### config.mk
export PLATFORM = sky130hd
export DESIGN_NAME = multicycle_ctrl
export DESIGN_NICKNAME = d
export VERILOG_FILES = /design/src/rtl/multicycle_ctrl.sv
export SDC_FILE = /design/constraint.sdc
export NUM_CORES = 1
export LEC_CHECK = 0
export CAP_MARGIN = 20
export CORE_MARGIN = 2
export CORE_UTILIZATION = 30
export CTS_BUF_LIST = sky130_fd_sc_hd__clkbuf_4
export DETAILED_ROUTE_END_ITERATION = 8
export PLACE_DENSITY = 0.64
export SLEW_MARGIN = 20
export SYNTH_ARGS = -nofsm -noshare
export SYNTH_HDL_FRONTEND = slang
export SYNTH_SLANG_ARGS = --single-unit
### constraint.sdc
create_clock -name clk -period 4 [get_ports clk]
set_clock_uncertainty 0.2 [all_clocks]
set_input_delay 1.2 -clock clk [delete_from_list [all_inputs] [get_ports clk]]
set_output_delay 1.2 -clock clk [all_outputs]
set_load 0.005 [all_outputs]
### src/rtl/multicycle_ctrl.sv
// -----------------------------------------------------------------------------
// multicycle_ctrl
//   Main control FSM of the multicycle RV32I-subset core (lw, sw, R-type,
//   I-type ALU, beq, jal). It sequences fetch / decode / execute / memory /
//   writeback over several cycles and stalls on a single-signal memory
//   handshake (mem_ready). aluop feeds alu_decoder; op[5] reaches
//   alu_decoder.opb5 on a separate path.
//
//   Optional build macro: ILLEGAL_TRAP_EN
//     defined   : unknown opcodes in DECODE enter a dead-end TRAP state and
//                 raise the sticky 'illegal' output (port exists).
//     undefined : unknown opcodes retire as a nop from DECODE (no port).
//
// Ports
//   clk         in   system clock, rising edge
//   rst_n       in   asynchronous active-low reset
//   op[6:0]     in   opcode from the instruction register
//   zero        in   ALU zero flag (used in BEQ)
//   mem_ready   in   current memory access completes this cycle
//   pcwrite     out  PC enable = (branch & zero) | pcupdate
//   adrsrc      out  memory address select (0 = PC, 1 = ALU result reg)
//   memwrite    out  data memory write strobe
//   irwrite     out  instruction register / oldPC enable
//   resultsrc   out  result mux select
//   alusrca     out  ALU A select (00 PC, 01 oldPC, 10 rs1)
//   alusrcb     out  ALU B select (00 rs2, 01 immext, 10 const 4)
//   aluop       out  to alu_decoder (00 add, 01 sub, 10 funct-decoded)
//   immsrc      out  immediate format (00 I, 01 S, 10 B, 11 J)
//   regwrite    out  register file write enable
//   illegal     out  sticky illegal-opcode flag (ILLEGAL_TRAP_EN only)
//   instr_done  out  one-cycle pulse in the last cycle of an instruction
//
//   STATE_W must be at least 4 so that every state has an encoding.
// -----------------------------------------------------------------------------
module multicycle_ctrl #(
  parameter int STATE_W = 4
) (
  input  logic       clk,
  input  logic       rst_n,
  input  logic [6:0] op,
  input  logic       zero,
  input  logic       mem_ready,
  output logic       pcwrite,
  output logic       adrsrc,
  output logic       memwrite,
  output logic       irwrite,
  output logic [1:0] resultsrc,
  output logic [1:0] alusrca,
  output logic [1:0] alusrcb,
  output logic [1:0] aluop,
  output logic [1:0] immsrc,
  output logic       regwrite,
`ifdef ILLEGAL_TRAP_EN
  output logic       illegal,
`endif
  output logic       instr_done
);

  localparam logic [6:0] OP_LW   = 7'b0000011;
  localparam logic [6:0] OP_SW   = 7'b0100011;
  localparam logic [6:0] OP_RTYP = 7'b0110011;
  localparam logic [6:0] OP_ITYP = 7'b0010011;
  localparam logic [6:0] OP_BEQ  = 7'b1100011;
  localparam logic [6:0] OP_JAL  = 7'b1101111;

  typedef enum logic [STATE_W-1:0] {
    S_FETCH,
    S_DECODE,
    S_MEMADR,
    S_MEMREAD,
    S_MEMWB,
    S_MEMWRITE,
    S_EXECUTER,
    S_EXECUTEI,
    S_ALUWB,
    S_BEQ,
    S_JAL
`ifdef ILLEGAL_TRAP_EN
    , S_TRAP
`endif
  } state_t;

  state_t state_reg;
  state_t state_next;

  // Decoded (pre-reset-gating) control values
  logic       pcupdate;
  logic       branch;
  logic       adrsrc_dec;
  logic       memwrite_dec;
  logic       irwrite_dec;
  logic [1:0] resultsrc_dec;
  logic [1:0] alusrca_dec;
  logic [1:0] alusrcb_dec;
  logic [1:0] aluop_dec;
  logic [1:0] immsrc_dec;
  logic       regwrite_dec;
  logic       instr_done_dec;

  // ---------------------------------------------------------------------------
  // State register
  // ---------------------------------------------------------------------------
  always_ff @(posedge clk or negedge rst_n) begin
    if (!rst_n) begin
      state_reg <= S_FETCH;
    end else begin
      state_reg <= state_next;
    end
  end

  // ---------------------------------------------------------------------------
  // Next state and Moore outputs (mem_ready/zero gating where noted)
  // ---------------------------------------------------------------------------
  always_comb begin
    state_next     = state_reg;
    pcupdate       = 1'b0;
    branch         = 1'b0;
    adrsrc_dec     = 1'b0;
    memwrite_dec   = 1'b0;
    irwrite_dec    = 1'b0;
    resultsrc_dec  = 2'b00;
    alusrca_dec    = 2'b00;
    alusrcb_dec    = 2'b00;
    aluop_dec      = 2'b00;
    regwrite_dec   = 1'b0;
    instr_done_dec = 1'b0;

    case (state_reg)
      S_FETCH: begin
        // PC+4 is computed while the instruction is read; both the IR load
        // and the PC update wait for the memory to answer.
        adrsrc_dec    = 1'b0;
        alusrca_dec   = 2'b00;
        alusrcb_dec   = 2'b10;
        aluop_dec     = 2'b00;
        resultsrc_dec = 2'b10;
        irwrite_dec   = mem_ready;
        pcupdate      = mem_ready;
        if (mem_ready) begin
          state_next = S_DECODE;
        end
      end

      S_DECODE: begin
        // oldPC + immext precomputes the branch target for BEQ.
        alusrca_dec = 2'b01;
        alusrcb_dec = 2'b01;
        aluop_dec   = 2'b00;
        case (op)
          OP_LW, OP_SW: state_next = S_MEMADR;
          OP_RTYP:      state_next = S_EXECUTER;
          OP_ITYP:      state_next = S_EXECUTEI;
          OP_BEQ:       state_next = S_BEQ;
          OP_JAL:       state_next = S_JAL;
          default: begin
`ifdef ILLEGAL_TRAP_EN
            state_next = S_TRAP;
`else
            // Unknown opcode retires here as a nop.
            instr_done_dec = 1'b1;
            state_next     = S_FETCH;
`endif
          end
        endcase
      end

      S_MEMADR: begin
        alusrca_dec = 2'b10;
        alusrcb_dec = 2'b01;
        aluop_dec   = 2'b00;
        state_next  = (op == OP_LW) ? S_MEMREAD : S_MEMWRITE;
      end

      S_MEMREAD: begin
        adrsrc_dec    = 1'b1;
        resultsrc_dec = 2'b00;
        if (mem_ready) begin
          state_next = S_MEMWB;
        end
      end

      S_MEMWB: begin
        resultsrc_dec  = 2'b01;
        regwrite_dec   = 1'b1;
        instr_done_dec = 1'b1;
        state_next     = S_FETCH;
      end

      S_MEMWRITE: begin
        // The strobe stays up until the memory accepts the write; the store
        // retires in that same cycle.
        adrsrc_dec     = 1'b1;
        resultsrc_dec  = 2'b00;
        memwrite_dec   = 1'b1;
        instr_done_dec = mem_ready;
        if (mem_ready) begin
          state_next = S_FETCH;
        end
      end

      S_EXECUTER: begin
        alusrca_dec = 2'b10;
        alusrcb_dec = 2'b00;
        aluop_dec   = 2'b10;
        state_next  = S_ALUWB;
      end

      S_EXECUTEI: begin
        alusrca_dec = 2'b10;
        alusrcb_dec = 2'b01;
        aluop_dec   = 2'b10;
        state_next  = S_ALUWB;
      end

      S_ALUWB: begin
        resultsrc_dec  = 2'b00;
        regwrite_dec   = 1'b1;
        instr_done_dec = 1'b1;
        state_next     = S_FETCH;
      end

      S_BEQ: begin
        // ALU compares rs1 - rs2; the target precomputed in DECODE sits in
        // the ALU result register and is selected by resultsrc=00.
        alusrca_dec    = 2'b10;
        alusrcb_dec    = 2'b00;
        aluop_dec      = 2'b01;
        resultsrc_dec  = 2'b00;
        branch         = 1'b1;
        instr_done_dec = 1'b1;
        state_next     = S_FETCH;
      end

      S_JAL: begin
        // PC <- target from DECODE while oldPC + 4 is formed for rd.
        alusrca_dec   = 2'b01;
        alusrcb_dec   = 2'b10;
        aluop_dec     = 2'b00;
        resultsrc_dec = 2'b00;
        pcupdate      = 1'b1;
        state_next    = S_ALUWB;
      end

`ifdef ILLEGAL_TRAP_EN
      S_TRAP: begin
        // Dead end: only reset leaves this state.
        state_next = S_TRAP;
      end
`endif

      default: begin
        state_next = S_FETCH;
      end
    endcase
  end

  // ---------------------------------------------------------------------------
  // Immediate format follows the opcode directly, independent of state
  // ---------------------------------------------------------------------------
  always_comb begin
    case (op)
      OP_SW:   immsrc_dec = 2'b01;
      OP_BEQ:  immsrc_dec = 2'b10;
      OP_JAL:  immsrc_dec = 2'b11;
      default: immsrc_dec = 2'b00;
    endcase
  end

`ifdef ILLEGAL_TRAP_EN
  // ---------------------------------------------------------------------------
  // Sticky illegal flag: set on the edge that enters TRAP
  // ---------------------------------------------------------------------------
  logic illegal_reg;

  always_ff @(posedge clk or negedge rst_n) begin
    if (!rst_n) begin
      illegal_reg <= 1'b0;
    end else if (state_next == S_TRAP) begin
      illegal_reg <= 1'b1;
    end
  end

  assign illegal = rst_n & illegal_reg;
`endif

  // ---------------------------------------------------------------------------
  // While reset is asserted every output is held at 0 combinationally so no
  // enable can leak out between rst_n falling and the state settling.
  // ---------------------------------------------------------------------------
  assign pcwrite    = rst_n & ((branch & zero) | pcupdate);
  assign adrsrc     = rst_n & adrsrc_dec;
  assign memwrite   = rst_n & memwrite_dec;
  assign irwrite    = rst_n & irwrite_dec;
  assign regwrite   = rst_n & regwrite_dec;
  assign instr_done = rst_n & instr_done_dec;
  assign resultsrc  = rst_n ? resultsrc_dec : 2'b00;
  assign alusrca    = rst_n ? alusrca_dec   : 2'b00;
  assign alusrcb    = rst_n ? alusrcb_dec   : 2'b00;
  assign aluop      = rst_n ? aluop_dec     : 2'b00;
  assign immsrc     = rst_n ? immsrc_dec    : 2'b00;

endmodule

## Word level (Yosys, flattened, before mapping)

Index checks and enable logic that the tools add are counted.

- Logic and storage cells: 65
- Bits in registers: 4
- Output and inout bits: 16

- Reduce and logical (&&, ||, !) cells: 13
- Bitwise operators: 8
- Equality and inequality tests: 19
- Muxes and demuxes: 24

Operator list:

| kind | count |
|---|---|
| $pmux W4 S6 | 1 |
| $pmux W4 S5 | 1 |
| $eq A4 B3 Y1 const B | 4 |
| $pmux W2 S2 | 4 |
| $eq A7 B6 Y1 const B | 2 |
| $eq A7 B7 Y1 const B | 2 |
| $eq A4 B4 Y1 const B | 3 |
| $mux W4 | 3 |
| $reduce_or A2 Y1 | 6 |
| $mux W2 | 5 |
| $reduce_or A3 Y1 | 3 |
| $eq A4 B2 Y1 const B | 2 |
| $and A1 B1 Y1 | 7 |
| $eq A7 B2 Y1 const B | 1 |
| $eq A7 B5 Y1 const B | 1 |
| $mux W1 | 6 |
| $ne A2 B2 Y1 const B | 3 |
| $pmux W2 S3 | 1 |
| $reduce_or A6 Y1 | 1 |
| $eq A4 B1 Y1 const B | 1 |
| $logic_not A4 Y1 | 1 |
| $reduce_or A4 Y1 | 1 |
| $mux W3 | 1 |
| $pmux W1 S3 | 1 |
| other kinds (3) | 3 |

## Depth between registers and ports, before layout

- Word-level depth: 5
- Mapped depth: 5

## Worst setup path before layout

OpenSTA, ideal clock, no wires.

- Path type: input -> output
- From: in op[2]
- To: out immsrc[0]
- Stages on the path: 4
- Data arrival time: 2,014 ps
- Data required time: 2,600 ps
- Path slack: 586 ps
- Path buffers: 0
- Cell sequence: nand4bb_1 > nor2_1 > a21oi_1 > nor4b_1

- Word-level cells in the longest chain between the ends: 3
- Elaborated cells between the ends (all ways): 5

Ends and longest elaborated chain:

| what | RTL line | source |
|---|---|---|
| from (decl) | 40 | `input logic [6:0] op,` |
| $eq A7 B7 Y1 / $eq A7 B6 Y1 (equally long branches) | 261 | `case (op)` |
| $pmux W2 S3 (*) | 261 |  |
| $mux W2 (*) | 300 | `assign immsrc = rst_n ? immsrc_dec : 2'b00;` |
| to (decl) | 51 | `output logic [1:0] immsrc,` |

Mark *: on every way between the ends. The rest lies on a longest branch, timed or not.

## Worst setup path after layout

- From: in rst_n
- To: out alusrcb[1]

- Word-level cells in the longest chain between the ends: 1

Ends and longest elaborated chain:

| what | RTL line | source |
|---|---|---|
| from (decl) | 39 | `input logic rst_n,` |
| $mux W2 | 298 | `assign alusrcb = rst_n ? alusrcb_dec : 2'b00;` |
| to (decl) | 49 | `output logic [1:0] alusrcb,` |

No other way between the ends.

==> flow_summary.ini <==
[outcome]
status = complete, no violations

[routing]
drcViolationCount = 0
drt_iter0_markers = 20
wl_per_cell_um = 13.4
vias = 788
vias_per_cell = 5.25
detail_route.first_pass.iterations = 4
ant_nets = 0
wirelength_um = 2010

[hold_path]
hp-class = flop to flop

[global_route]
grt_pass1_wl_um = 3110
grt_pass1_vias = 716
grt_use_met1 = 0.260
track_usage = 0.194
grt_max_degree = 17
met3_usage = 0.0115
grt-ovfl-total = 0
busiest_layer = met2
antenna_found_initial = 0
grtUsageMet2 = 0.324

[logic_synthesis]
seq_area_frac_synth = 0.178
synth_edf_count = 0
async_flop_share = 1.00
ys_types = 40
syn_area_um2 = 563
synth_fp_nets = 89
syn_area_per_cell_um2 = 7.22
syn-instance-count = 78
synth_flop_cell = dfrtp_1
ys_ff_latch = 4
yosys_warnings = 0

[sta]
finalHoldViolCount = 0
clock.fmax_mhz = 255
setup_violations = 0
post-route-min-period_ps = 3930
min_period_over_period = 0.981
whs_ps = 542
rsz0062_at_grt = false
max_slew_margin = 0.656
maxSlewViolCount = 0
worst_slew_pin_slew_ps = 516

[clock_network]
clkTransAtPathRegs_ps = 30
cts_tree = done
cts.path.max_buffers = 2
clock_latency_ps = 230
cts_buffers = 3
root_buffer = clkbuf_4
ctsHtreeMaxLevel = 1
cts.sinks = 4

[setup_path]
critPathArrivalTime_ps = 2530
critPathMaxFanout = 7
worst-setup-path-type = primary input to output port
r2r_start = state_reg[3]
reg2reg_to = state_reg[1]
reg2reg_setup_slack_ps = 2130
cp.required_ps = 2600
cpMaxStageDelayCell = clkdlybuf4s50_1
critical_path.max_stage_delay_ps = 500
worstRegToRegCells = 4
crit_start = rst_n
cp_top_family = buffers and inverters
setup.worst_path.end = alusrcb[1]
worstSetupPathDepth = 6
cp_cell_sequence = dlygate4sd2_1 > buf_4 > nand2_1 > a21oi_1 > and3_1 > clkdlybuf4s50_1
start_kind = primary input
cp.buffers_inverters = 3
end_kind = output port

[placement]
place_inst = 142
placed_area_um2 = 951
finalWeightedCongestion = 0.871
dp_hpwl_um = 1400
io_buffers = 26

[layout]
most-common-layout-cells = buf_4 (21), clkdlybuf4s50_1 (14), a21oi_1 (9)
layout-drive-gt1-share = 0.272
instances_no_fill = 150
stdcell_area_um2 = 1040
num_antenna_cells = 0
layout_commonest_cell = buf_4
area_growth_pct = 84.9
largest_reg_flops = 4
num-nets-final = 138

[floorplanning]
io_pins = 27
core_area_um2 = 1750
dieHeight_um = 47.3
initial_core_util = 0.323
die_w_um = 47.3
die_area_um2 = 2240
rows = 15

[power_and_ir_drop]
p_per_area_nw_per_um2 = 160
ir_drop_v = 0.000132
p_leak_nw = 0.466
p_total_uw = 167

[flow_run]
maxCapViolCount = 0
==> synthesized netlist by cell type (all sizes together) (2+ instances only) <==
cell / count / area (um2)
nor3: 6 / 35.0
nand2: 6 / 22.5
a211oi: 2 / 20.0
dfrtp: 4 / 100
a21oi: 10 / 50.1
o21a: 2 / 15.0
buf: 3 / 27.5
or4b: 2 / 23.8
nand2b: 2 / 12.5
nand3: 2 / 10.0
inv: 6 / 22.5
and2: 2 / 12.5
nor2: 8 / 32.5
nor4: 3 / 18.8
==> cells by family after synthesis <==
| kind of cell | Yosys count | share of synthesized area |
|---|---|---|
| simple gates | 38 | 0.396 |
| compound gates | 24 | 0.298 |
| buf+inv | 10 | 0.0955 |
| flops | 4 | 0.178 |
| xor+xnor | 1 | 0.0156 |
| mux | 1 | 0.0178 |
==> where the power goes <==
| group | switching, mW | internal, mW | total, mW |
|---|---|---|---|
| sequential | 0.00625 | 0.0424 | 0.0487 |
| combinational | 0.0306 | 0.0405 | 0.0711 |
| clock | 0.0136 | 0.0334 | 0.0469 |
==> per-stage QoR <==
| step | worst slack [ps] | utilization | TNS (ps) |
|---|---|---|---|
| after floorplan | 586 | - | 0 |
| after global placement | -267 | 0.545 | -2480 |
| after detailed placement | -293 | 0.545 | -2430 |
| after CTS | 28.2 | 0.574 | 0 |
| after global routing | 11.0 | 0.596 | 0 |
| final | 74.3 | 0.596 | 0 |
==> per-layer routing <==
layer / vias to the layer above / wire length, um
met2: 27 / 981
met4: 0 / 0
li1: 391 / -
met3: 0 / 85
met1: 370 / 943
met5: - / 0
==> timing repair <==
action                                  4_1_cts  5_1_grt
gates resized for setup                      14        6
pin swaps                                     5        3
endpoints found under the setup margin       15        6
hold buffers                                  0        0
setup buffers                                 2        3
==> worst register-to-register path, stage by stage (launching register included) <==
cell      delay (ps)
dfrtp_1          550
or4b_4           620
nor3_2           110
o22ai_1          100
a211oi_2         190
==> final cells by class <==
type | instances | area [um2]
sequential | 4 | 100
inverter | 6 | 22.5
clock buffer | 3 | 22.5
timing repair buffer | 48 | 427
multi-input combinational | 64 | 438
tap | 25 | 31.3
fill | 163 | 704
==> worst min-delay path by stage <==
stage / start / to / slack, ps / cells after the start
floorplan: state_reg[2] / state_reg[0] / 410 / 3
global placement: state_reg[0] / state_reg[2] / 520 / 2
detailed placement: state_reg[2] / state_reg[1] / 530 / 1
CTS: state_reg[0] / state_reg[2] / 530 / 2
global route: state_reg[0] / state_reg[2] / 590 / 2
finish: state_reg[0] / state_reg[2] / 540 / 2
Power figures use the tool's default switching activity.
